--- config.mk ---
export PLATFORM = sky130hd
export DESIGN_NAME = lru_ctrl
export DESIGN_NICKNAME = d
export VERILOG_FILES = /design/src/rtl/lru_ctrl.sv
export SDC_FILE = /design/constraint.sdc
export NUM_CORES = 1
export LEC_CHECK = 0
export ABC_AREA = 1
export CAP_MARGIN = 20
export CORE_ASPECT_RATIO = 1.2
export CORE_UTILIZATION = 35
export DETAILED_ROUTE_END_ITERATION = 10
export PLACE_DENSITY = 0.69
export RECOVER_POWER = 25
export SLEW_MARGIN = 20
export SYNTH_ARGS = -nofsm -noshare
export SYNTH_HDL_FRONTEND = slang
export SYNTH_SLANG_ARGS = --single-unit
--- constraint.sdc ---
create_clock -name clk -period 21.7 [get_ports clk]
set_input_delay 6.51 -clock clk [delete_from_list [all_inputs] [get_ports clk]]
set_output_delay 6.51 -clock clk [all_outputs]
set_load 0.01 [all_outputs]
--- src/rtl/lru_ctrl.sv ---
// LRU table controller: initialises every set, then serves TOUCH and ALLOC
// requests as a read-modify-write of one 4-way true-LRU age byte.
module lru_ctrl #(
  parameter logic [7:0] INIT_STATE = 8'hE4,
  parameter int         NSETS_LOG2 = 6
) (
  input  logic                  clk,
  input  logic                  rst,
  input  logic                  req_valid,
  output logic                  req_ready,
  input  logic                  req_op,
  input  logic [NSETS_LOG2-1:0] req_set,
  input  logic [1:0]            req_way,
  output logic                  resp_valid,
  output logic [1:0]            resp_way,
  output logic                  ram_ena,
  output logic                  ram_wea,
  output logic [NSETS_LOG2-1:0] ram_addr,
  output logic [7:0]            ram_din,
  input  logic [7:0]            ram_dout
);

  localparam logic [1:0] StInit = 2'd0;
  localparam logic [1:0] StIdle = 2'd1;
  localparam logic [1:0] StRd   = 2'd2;
  localparam logic [1:0] StWr   = 2'd3;

  localparam logic [NSETS_LOG2-1:0] CntOne = {{(NSETS_LOG2-1){1'b0}}, 1'b1};

  logic [1:0]            state_q, state_d;
  logic [NSETS_LOG2-1:0] cnt_q, cnt_d;
  logic [NSETS_LOG2-1:0] set_q, set_d;
  logic                  op_q, op_d;
  logic [1:0]            way_q, way_d;
  logic [1:0]            respWay_q, respWay_d;

  logic [1:0] maxAge;
  logic [1:0] victim;
  logic [1:0] target;
  logic [1:0] targetAge;
  logic [7:0] newByte;

  // Victim is the lowest-index way holding the largest age; a strict compare
  // keeps the first way found when several ways tie.
  always_comb begin
    maxAge = 2'd0;
    victim = 2'd0;
    for (int w = 0; w < 4; w++) begin
      if (ram_dout[2*w +: 2] > maxAge) begin
        maxAge = ram_dout[2*w +: 2];
        victim = 2'(w);
      end
    end
  end

  // Ways younger than the target age by one; the target becomes MRU.
  always_comb begin
    target    = op_q ? victim : way_q;
    targetAge = ram_dout[{target, 1'b0} +: 2];
    newByte   = 8'h00;
    for (int w = 0; w < 4; w++) begin
      if (2'(w) == target) begin
        newByte[2*w +: 2] = 2'd0;
      end else if (ram_dout[2*w +: 2] < targetAge) begin
        newByte[2*w +: 2] = ram_dout[2*w +: 2] + 2'd1;
      end else begin
        newByte[2*w +: 2] = ram_dout[2*w +: 2];
      end
    end
  end

  always_comb begin
    state_d   = state_q;
    cnt_d     = cnt_q;
    set_d     = set_q;
    op_d      = op_q;
    way_d     = way_q;
    respWay_d = respWay_q;
    case (state_q)
      StInit: begin
        cnt_d = cnt_q + CntOne;
        if (cnt_q == '1) state_d = StIdle;
      end
      StIdle: begin
        if (req_valid) begin
          set_d   = req_set;
          op_d    = req_op;
          way_d   = req_way;
          state_d = StRd;
        end
      end
      StRd: state_d = StWr;
      StWr: begin
        respWay_d = target;
        state_d   = StIdle;
      end
      default: state_d = StInit;
    endcase
  end

  always_ff @(posedge clk) begin
    if (rst) begin
      state_q   <= StInit;
      cnt_q     <= '0;
      set_q     <= '0;
      op_q      <= 1'b0;
      way_q     <= 2'd0;
      respWay_q <= 2'd0;
    end else begin
      state_q   <= state_d;
      cnt_q     <= cnt_d;
      set_q     <= set_d;
      op_q      <= op_d;
      way_q     <= way_d;
      respWay_q <= respWay_d;
    end
  end

  // While reset is held the RAM port stays quiet so no stray init write lands.
  always_comb begin
    req_ready  = 1'b0;
    resp_valid = 1'b0;
    resp_way   = rst ? 2'd0 : respWay_q;
    ram_ena    = 1'b0;
    ram_wea    = 1'b0;
    ram_addr   = '0;
    ram_din    = 8'h00;
    if (!rst) begin
      case (state_q)
        StInit: begin
          ram_ena  = 1'b1;
          ram_wea  = 1'b1;
          ram_addr = cnt_q;
          ram_din  = INIT_STATE;
        end
        StIdle: req_ready = 1'b1;
        StRd: begin
          ram_ena  = 1'b1;
          ram_addr = set_q;
        end
        StWr: begin
          ram_ena    = 1'b1;
          ram_wea    = 1'b1;
          ram_addr   = set_q;
          ram_din    = newByte;
          resp_valid = 1'b1;
          resp_way   = target;
        end
        default: ;
      endcase
    end
  end

endmodule

; ---- Word level (Yosys, flattened, before mapping)
; Cells that the tools add are included.
[totals]
elab_cells = 69
out_inout_bits = 20
reg_bits = 19
input_bits = 20
[classes]
n_shift = 1
n_eq_ne = 9
n_addsub = 5
order_cmp = 8
muxes = 33
n_reduce_logical = 7
[op_table]
columns = operator, count
row1 = $mux 2, 19
row2 = $pmux 8 s2, 1
row3 = $pmux 6 s2, 1
row4 = $mux 1, 9
row5 = $add 2x1->2 const B, 4
row6 = $lt 2x2->1, 4
row7 = $mux 8, 1
row8 = $pmux 2 s4, 1
row9 = $shiftx 8x4->2, 1
row10 = $add 6x1->6 const B, 1
row11 = $eq 6x6->1 const B, 1
row12 = $gt 2x2->1, 3
row13 = $mux 6, 1
row14 = $eq 2x2->1 const A, 2
row15 = $eq 2x2->1 const B, 2
row16 = $logic_not 2->1, 2
row17 = $ne 2x2->1 const B, 2
row18 = $reduce_and 2->1, 2
row19 = $reduce_or 2->1, 2
row20 = $reduce_or 3->1, 1
row21 = $eq 1x2->1 const A, 1
row22 = $eq 2x1->1 const B, 1
row23 = $gt 2x1->1 const B, 1

; ---- Logic depth before layout (Yosys ltp)
; Gate-level depths: netlist of the first run.
[logic_depth]
depth_word = 15
mapped_depth = 29
depth_no_buf = 29

; ---- Least setup slack after synthesis of the first run
; Ideal clock, no wire load.
[synth_path]
path_type = input-to-output
from = in ram_dout[0]
to = out ram_din[0]
t_arrival_ns = 9.462
t_required_ns = 15.190
path_buffers = 0
stages = 26
setup_slack_ns = 5.728
path_cell_list = inv_1 -> ha_1 -> inv_1 -> nand2_1 -> ha_1 -> nor2_1 -> nor2_1 -> nor2_2 -> a21oi_1 -> a21oi_1 -> ha_1 -> nand2_1 -> nand2_1 -> nand2_1 -> o21ai_0 -> ha_1 -> a21oi_2 -> a21boi_4 -> nand2_4 -> nand3_1 -> nand2_2 -> nor2_8 -> nand3_2 -> nand3_2 -> nand2_1 -> nor2_1
[synth_between]
elab_chain_len = 15
elab_cells_between_ends = 19
cone_classes = 1 x add/sub / 5 x order compare / 1 x shift / 11 x mux / 1 x reduce/logical
[synth_rtl]
columns = item, line
row1 = "start, declared", 20  ; input logic [7:0] ram_dout
row2 = $gt 2x1->1, 49  ; if (ram_dout[2*w +: 2] > maxAge) begin
row3 = $mux 2, 49
row4 = $gt 2x2->1, 49
row5 = $mux 2, 49
row6 = $gt 2x2->1, 49
row7 = $mux 2, 49
row8 = $gt 2x2->1, 49
row9 = $mux 2, 49
row10 = $mux 2, 58  ; target = op_q ? victim : way_q;
row11 = $shiftx 8x4->2, 59  ; targetAge = ram_dout[{target, 1'b0} +: 2];
row12 = $lt 2x2->1, 64  ; end else if (ram_dout[2*w +: 2] < targetAge) begin
row13 = $mux 2, 64
row14 = $mux 2 (*), 62  ; if (2'(w) == target) begin
row15 = $pmux 8 s2 (*), 129  ; case (state_q)
row16 = $mux 8 (*), 128  ; if (!rst) begin
row17 = "end, declared", 19  ; output logic [7:0] ram_din,
; Every way passes the cells marked *; elsewhere a longest branch is shown, timed or not.

; ---- Worst setup path in the final report of the first run
[layout_path]
from = in ram_dout[0]
to = out ram_din[7]
; Same word-level chain as after synthesis.

==> results of run 1 <==
-- metal layers --
metal	vias up	global-route usage, %	share of wire, %
met5	-	0	0
met4	0	4.65	0.89
met3	6	1.36	3.3
met2	40	30.9	48
met1	686	18.8	48
li1	851	-	-
-- path summary, 6_finish.rpt --
path / startpoint / to / slack, ns / cells past startpoint
worst max-delay path: ram_dout[0] / ram_din[7] / 4.41 / 28
worst min-delay path: set_q[0] / set_q[0] / 0.48 / 2
worst min register to register: set_q[0] / set_q[0] / 0.48 / 2
worst max register to register: state_q[1] / cnt_q[5] / 20.06 / 6
-- synthesized netlist by cell type, types with 5 or more instances --
library cell,instances
nor2_1,33
o21ai_0,18
clkbuf_1,5
ha_1,15
a22oi_1,5
nand3_1,14
dfxtp_1,19
o21ai_1,6
a21oi_1,20
inv_1,32
nand2_1,41
-- worst max-delay path: stages --
cell,delay [ns]
clkdlybuf4s50_1,0.50
inv_1,0.13
ha_1,0.22
inv_1,0.06
nand2_1,0.07
ha_1,0.29
nor2_1,0.09
nor2_1,0.05
nor2_2,0.12
a21oi_1,0.06
a21oi_1,0.16
ha_1,0.25
nand2_1,0.06
nand2_1,0.10
nand2_1,0.08
o21ai_0,0.08
ha_1,0.32
a21oi_2,0.08
a21boi_4,0.23
nand2_4,0.11
nand2_1,0.09
nand3_2,0.10
nand2_4,0.15
inv_2,0.06
o21ai_1,0.12
nand3_1,0.08
nand2_1,0.07
clkdlybuf4s50_1,0.53
-- kinds of logic after synthesis --
logic type                 after synthesis  share of synthesized area, %
and+or+nand+nor                        109                          33.3
adders and majority gates               15                          12.2
AOI/OAI and AO/OA                       54                          20.2
buffers and inverters                   39                          9.51
DFF                                     19                          24.7
-- sequential cells by signal, summed over array words and instances (netlist names) --
| register | count |
|---|---|
| op_q | 1 |
| state_q | 2 |
| set_q | 6 |
| respWay_q | 2 |
| cnt_q | 6 |
| way_q | 2 |
-- area by class of cell --
cell class                      instances  area (um^2)  share of cell area, %
Clock buffer                            4         45.0                   2.22
Sequential cell                        19          380                   18.8
Inverter                               34          128                   6.30
Tap cell                               56         70.1                   3.46
Multi-Input combinational cell        178         1010                   50.0
Timing Repair Buffer                   39          390                   19.3
-- report_power, final --
group / switching (W) / total [W] / internal [W]
combinational: 0.0000589 / 0.000102 / 0.0000428
sequential: 0.00000641 / 0.0000489 / 0.0000425
clock: 0.0000109 / 0.0000239 / 0.0000130
-- per-stage QoR --
| step | utilization, % | cells | setup slack, ns |
|---|---|---|---|
| after global routing | 47.9 | 330 | 4.00 |
| final | 47.9 | 330 | 4.41 |
| after floorplan | - | 236 | 5.73 |
| after detailed placement | 46.8 | 326 | 4.38 |
| after CTS | 47.9 | 330 | 4.37 |
| after global placement | 46.8 | 326 | 4.42 |
==> reports/metrics.cfg, run 1 <==
[outcome]
status = finished, final reports clean

[yosys]
synth.area.top_cells = dfxtp_1 (25%), ha_1 (12%), nand2_1 (10%)
synth_cell_type_count = 26
yosysTopAreaCell = dfxtp_1
avgSynthCellArea_um2 = 6.52
ys_async_sr_fraction_pct = 0
synth-warning-count = 0
synthFlopType = dfxtp_1
synth_seq_area_share_pct = 24.7
syn-cell-area_mm2 = 0.00154
synth_top_area_share_pct = 24.7
synth_fp_nets = 271
synth_edf_count = 0
synth-seq-cells = 19
syn_inst = 236

[sta]
finalClockSkew_ns = 0.00533
hold_viol_final = 0
timing.hold.ws_ns = 0.484
fin_tns_setup_ns = 0
drv_slew = 0
maxSlewHeadroom_pct = 67.8
max_freq_ghz = 0.0578
min_period_ns = 17.29
finalSetupViolCount = 0
rsz0062_at_grt = false
final.period_utilization_pct = 79.7
tightest_slew_ns = 0.483

[cells_and_area]
area_delta_synth_final_pct = 31.6
fill_cells = 471
nNetsFinal = 310
final_common_cell = nand2_1
final_cell_mix = nand2_1 (41), clkdlybuf4s50_1 (37), nor2_1 (33), inv_1 (32), a21oi_1 (20)
antenna_cells = 0
drive_gt1_share_pct = 7.30
fin_area_mm2 = 0.00203

[route]
drtIter0Drc = 37
drc = 0
ant_nets = 0
drt-wirelength-per-cell_um = 10.5
dr.pass1.iters = 4
wl_um = 3470
via_per_inst = 4.80
vias = 1583

[place]
place_hpwl_um = 2770
port_buffers = 39
place_congestion = 0.833
placement.cell_area_mm2 = 0.00198

[floorplan]
dieArea_mm2 = 0.00467
num_rows = 26
die_w_um = 62.5
start_util_pct = 36.4
core_region_area_mm2 = 0.00423
fp.dieH_um = 74.6
ioPinCount = 40

[power]
max-vdd-ir-drop_mv = 0.0512
p_leak_nw = 0.921
finalPower_w = 0.000175
pwr_density_cell_mw_per_mm2 = 86.2

[global_route]
grt-ovfl-total = 0
grt_pass1_vias = 1461
antenna_found_initial = 0
grt_usage_pct = 15.9
grt_pass1_wl_um = 6070
grt_max_degree = 16

[clocking]
ctsHoldBuffers = 0
clock_latency_ns = 0.25
h-tree-depth = 1
cts.clk_slew.worst_paths_ns = 0.07
cts_tree = built
clockBufferDepth = 2
clkSinkCount = 19
cts_root_buf = clkbuf_8
post_cts_buffers = 0
cts_resized = 0
numCtsBuffers = 3

[worst_setup_path]
cp_max_fo = 10
worstSetupStartpointType = input pin
cp.arrival_ns = 10.78
endpoint_kind = output pin
critPathKind = input pin to output pin
required_ns = 15.19

[worst_hold_path]
hold_path_class = register to register

[run]
drv_cap = 0

No activity file was read; power rests on OpenSTA's default activity.
==> run 2: changes to the inputs <==
==> constraint.sdc (replaced) <==
create_clock -name clk -period 17.6 [get_ports clk]
set_input_delay 5.28 -clock clk [delete_from_list [all_inputs] [get_ports clk]]
set_output_delay 5.28 -clock clk [all_outputs]
set_load 0.01 [all_outputs]
==> run 2 against run 1 <==
  * Count of clock-buffer cells in the layout down 1
  * Sequential power up 24%
  * Routed wire length up 2.4%
  * Critical path depth up 1
  * Hold slack better by 0.0079 ns
  * Highest routed layer unchanged
  * Largest power group unchanged
  * Largest cell class unchanged
  * Utilization about the same
  * Design area about the same
  * Register-to-register slack worse by 4.1 ns
  * Non-clock buffer count unchanged
==> reports/metrics.cfg, run 2 (synthesized netlist as in run 1, its figures left out) <==
[cells_and_area]
fill_cells = 469
final_common_cell = nand2_1
fin_area_mm2 = 0.00203
top_regs = cnt_q x6, set_q x6
stdcell_count = 330
antenna_cells = 0
area_delta_synth_final_pct = 31.7
post-route-util_pct = 47.9
drive_gt1_share_pct = 7.66
nNetsFinal = 310
final_cell_mix = nand2_1 (41), clkdlybuf4s50_1 (37), nor2_1 (33), inv_1 (32), a21oi_1 (20)

[place]
placement.cell_area_mm2 = 0.00198
place_hpwl_um = 2750
pre_cts_ws_ns = 2.71
port_buffers = 39
place_congestion = 0.823
placed_cells = 326

[clocking]
numCtsBuffers = 3
clkSinkCount = 19
ctsHoldBuffers = 0
cts.clk_slew.worst_paths_ns = 0.07
clock_latency_ns = 0.26
cts_resized = 0
h-tree-depth = 1
cts_tree = built
post_cts_buffers = 0
cts_root_buf = clkbuf_8
clockBufferDepth = 2

[route]
drc = 0
vias = 1570
via_per_inst = 4.76
wl_um = 3560
drtIter0Drc = 62
ant_nets = 0
dr.pass1.iters = 4
drt-wirelength-per-cell_um = 10.8

[sta]
final.period_utilization_pct = 84.5
drv_slew = 0
rsz0062_at_grt = false
fin_tns_setup_ns = 0
finalClockSkew_ns = 0.00135
tightest_slew_ns = 0.470
maxSlewHeadroom_pct = 68.6
finalSetupViolCount = 0
layout_setup_ws_ns = 2.72
min_period_ns = 14.88
hold_viol_final = 0
max_freq_ghz = 0.0672

[floorplan]
core_region_area_mm2 = 0.00423
dieArea_mm2 = 0.00467
fp.dieH_um = 74.6
num_rows = 26
die_w_um = 62.5
ioPinCount = 40
start_util_pct = 36.4

[worst_setup_path]
cp_slowest_cell = clkdlybuf4s50_1
required_ns = 12.32
endpoint_kind = output pin
critPathKind = input pin to output pin
cp_max_fo = 10
worstSetupStartpointType = input pin
slowest_delay_ns = 0.53
cp.arrival_ns = 9.60
cp_common_cell = nand2_1

[power]
pwr_density_cell_mw_per_mm2 = 107
max-vdd-ir-drop_mv = 0.0559
p_leak_nw = 0.923

[global_route]
grt_usage_pct = 16.3
grt-ovfl-total = 0
antenna_found_initial = 0
grt_pass1_wl_um = 6180
grt_max_degree = 16
grt_pass1_vias = 1456

[worst_hold_path]
hold_path_class = register to register

[run]
drv_cap = 0

[outcome]
status = finished, final reports clean

==> run 2: cell count changes in the layout (fill, tap and decap cells not counted), sizes merged <==
cell    previous run  this run
clkbuf             4         3
clkinv             0         1
==> run 2: path summary, 6_finish.rpt <==
path / from / end / slack, ns / depth (start not counted)
setup / recovery: ram_dout[0] / ram_din[7] / 2.72 / 29
setup reg to reg: state_q[1] / cnt_q[5] / 15.95 / 6
hold / removal: way_q[1] / way_q[1] / 0.49 / 2
hold reg to reg: way_q[1] / way_q[1] / 0.49 / 2
==> run 2: critical path: cells and delay by family <==
kind / cells / cell delay, ns
AND/OR/NAND/NOR: 14 / 1.25
AO/OA/AOI/OAI: 5 / 0.78
adder cells (fa/ha/maj): 4 / 0.94
buffers and inverters: 6 / 1.32
==> run 2: through the flow <==
step | total power, W | hold slack (ns)
2_1_floorplan | 0.000146 | 0.449
5_1_grt | 0.000237 | 0.511
3_3_place_gp | 0.000186 | 0.468
6_report | 0.000217 | 0.492
3_5_place_dp | 0.000187 | 0.473
4_1_cts | 0.000218 | 0.495
==> run 2: layout make-up <==
class	instances	area [um^2]	area share [%]
Clock buffer	3	41.3	2.04
Clock inverter	1	5.00	0.247
Sequential cell	19	380	18.8
Timing Repair Buffer	39	390	19.3
Inverter	34	128	6.30
Tap cell	56	70.1	3.46
Multi-Input combinational cell	178	1010	49.9
==> run 2: per-layer routing <==
metal	vias up	share of wire, %	global-route usage [%]	wire length [um]
met5	-	0	0	0
met4	0	1.4	6.20	49
met3	5	4.2	1.82	148
met2	36	48	30.3	1720
met1	682	46	19.3	1640
li1	847	-	-	-
==> run 2: power by group <==
part | total [W] | leakage (nW) | internal, W | switching, W
Combinational | 0.000125 | 0.743 | 0.0000527 | 0.0000724
Sequential | 0.0000607 | 0.155 | 0.0000524 | 0.00000825
Clock | 0.0000309 | 0.0255 | 0.0000158 | 0.0000152
Total | 0.000217 | 0.923 | 0.000121 | 0.0000958
==> run 3: changes to the inputs <==
--- a/config.mk
+++ b/config.mk
@@ -10,7 +10,7 @@
 export CORE_ASPECT_RATIO = 1.2
 export CORE_UTILIZATION = 35
 export DETAILED_ROUTE_END_ITERATION = 10
-export PLACE_DENSITY = 0.69
+export PLACE_DENSITY = 0.71
 export RECOVER_POWER = 25
 export SLEW_MARGIN = 20
 export SYNTH_ARGS = -nofsm -noshare
==> constraint.sdc (replaced) <==
create_clock -name clk -period 13.4 [get_ports clk]
set_input_delay 4.02 -clock clk [delete_from_list [all_inputs] [get_ports clk]]
set_output_delay 4.02 -clock clk [all_outputs]
set_load 0.01 [all_outputs]
==> run 3 against run 2 <==
  * Utilization did not move
  * Via count rose by 0.51%
  * Register-to-register slack got worse by 4.2 ns
  * First-iteration DRC count rose by 3.2%
  * Critical path depth fell by 1
  * Clock power rose by 27%
  * Non-clock buffer count did not move
  * Global-route usage fell by 1.1 points
  * Count of clock-buffer cells in the layout did not move
  * Power rose by 30%
  * Design area did not move
  * Clock skew barely moved
  * Critical path type unchanged
  * Highest routed layer unchanged
==> reports/metrics.cfg, run 3 (synthesized netlist as in run 1, its figures left out) <==
[outcome]
status = finished, final reports clean

[sta]
timing.hold.ws_ns = 0.491
hold_viol_final = 0
max_freq_ghz = 0.0813
layout_setup_ws_ns = 1.10
rsz0062_at_grt = false
tightest_slew_ns = 0.451
finalClockSkew_ns = 0.00116
min_period_ns = 12.30
finalSetupViolCount = 0
maxSlewHeadroom_pct = 69.9
drv_slew = 0
fin_tns_setup_ns = 0
final.period_utilization_pct = 91.8

[place]
pre_cts_ws_ns = 1.09
port_buffers = 39
place_hpwl_um = 2690
placed_cells = 326
place_congestion = 0.823

[floorplan]
dieArea_mm2 = 0.00467
fp.dieH_um = 74.6
core_region_area_mm2 = 0.00423
num_rows = 26
start_util_pct = 36.4
ioPinCount = 40
die_w_um = 62.5

[clocking]
cts_tree = built
numCtsBuffers = 3
post_cts_buffers = 0
ctsHoldBuffers = 0
cts_root_buf = clkbuf_8
clockBufferDepth = 2
h-tree-depth = 1
clkSinkCount = 19
clock_latency_ns = 0.25
cts_resized = 0
cts.clk_slew.worst_paths_ns = 0.07

[route]
via_per_inst = 4.78
ant_nets = 0
drc = 0
vias = 1578
drt-wirelength-per-cell_um = 10.3
wl_um = 3390
drtIter0Drc = 64
dr.pass1.iters = 5

[power]
p_leak_nw = 0.923
max-vdd-ir-drop_mv = 0.0741
finalPower_w = 0.000282
pwr_density_cell_mw_per_mm2 = 139

[global_route]
antenna_found_initial = 0
grt_pass1_wl_um = 5730
grt_max_degree = 16
grt-ovfl-total = 0
grt_usage_pct = 15.2
grt_pass1_vias = 1357

[worst_setup_path]
cp_common_cell = nand2_1
cp_max_fo = 10
slowest_delay_ns = 0.53
cp.arrival_ns = 8.28
r2r_slack_ns = 11.78
cp_slowest_cell = clkdlybuf4s50_1
worstSetupStartpointType = input pin
reg2reg_depth = 6
endpoint_kind = output pin
r2r_start = state_q[1]
required_ns = 9.38
worstReg2RegEnd = cnt_q[5]
critPathKind = input pin to output pin

[cells_and_area]
multi_input_area_mm2 = 0.00101
fill_cells = 440
area_delta_synth_final_pct = 31.7
seqCellArea_um2 = 380
drive_gt1_share_pct = 7.66
stdcell_count = 330
final_cell_mix = nand2_1 (41), clkdlybuf4s50_1 (37), nor2_1 (33), inv_1 (32), a21oi_1 (20)
antenna_cells = 0
nNetsFinal = 310
top_regs = cnt_q x6, set_q x6
final_common_cell = nand2_1

[worst_hold_path]
hold_path_class = register to register
holdPathStages = 2
hp-start = set_q[1]
min_to = set_q[1]

[run]
drv_cap = 0

[run 3: cell counts in the layout (fill, tap and decap cells not counted)]
Identical to the previous run, type by type.
[run 3: worst max-delay path by stage]
stage,startpoint,endpoint,slack (ns),cells after the start
global route,ram_dout[0],ram_din[7],0.69,29
finish,ram_dout[0],ram_din[7],1.10,28
floorplan,ram_dout[0],ram_din[0],2.41,26
global placement,ram_dout[0],ram_din[7],1.17,29
CTS,ram_dout[0],ram_din[7],1.09,29
detailed placement,ram_dout[0],ram_din[7],1.09,29
[run 3: routing by layer]
metal / global-route usage (%) / share of wire, %
met1: 18.4 / 47
met2: 27.8 / 47
met3: 1.67 / 4.3
met4: 6.20 / 1.2
met5: 0 / 0
[run 3: metrics by stage]
stage          area [um^2]  utilization, %
2_1_floorplan         1540               -
3_3_place_gp          1980            46.8
3_5_place_dp          1980            46.8
4_1_cts               2030            47.9
5_1_grt               2030            47.9
6_report              2030            47.9
[run 3: power by group]
group | internal (W) | switching (W)
clock | 0.0000207 | 0.0000187
sequential | 0.0000688 | 0.0000105
combinational | 0.0000692 | 0.0000941
total | 0.000159 | 0.000123
[run 3: final cells by class]
| cell class | instances | area share (%) |
|---|---|---|
| Inverter | 34 | 6.30 |
| Tap cell | 56 | 3.46 |
| Sequential cell | 19 | 18.8 |
| Clock inverter | 1 | 0.247 |
| Clock buffer | 3 | 2.04 |
| Multi-Input combinational cell | 178 | 49.9 |
| Timing Repair Buffer | 39 | 19.3 |
[run 3: worst max-delay path, delay by kind of cell]
kind / cells / cell delay (ns)
simple gates: 13 / 1.14
compound gates: 6 / 0.73
buf+inv: 5 / 1.30
fa+ha+maj: 4 / 1.08
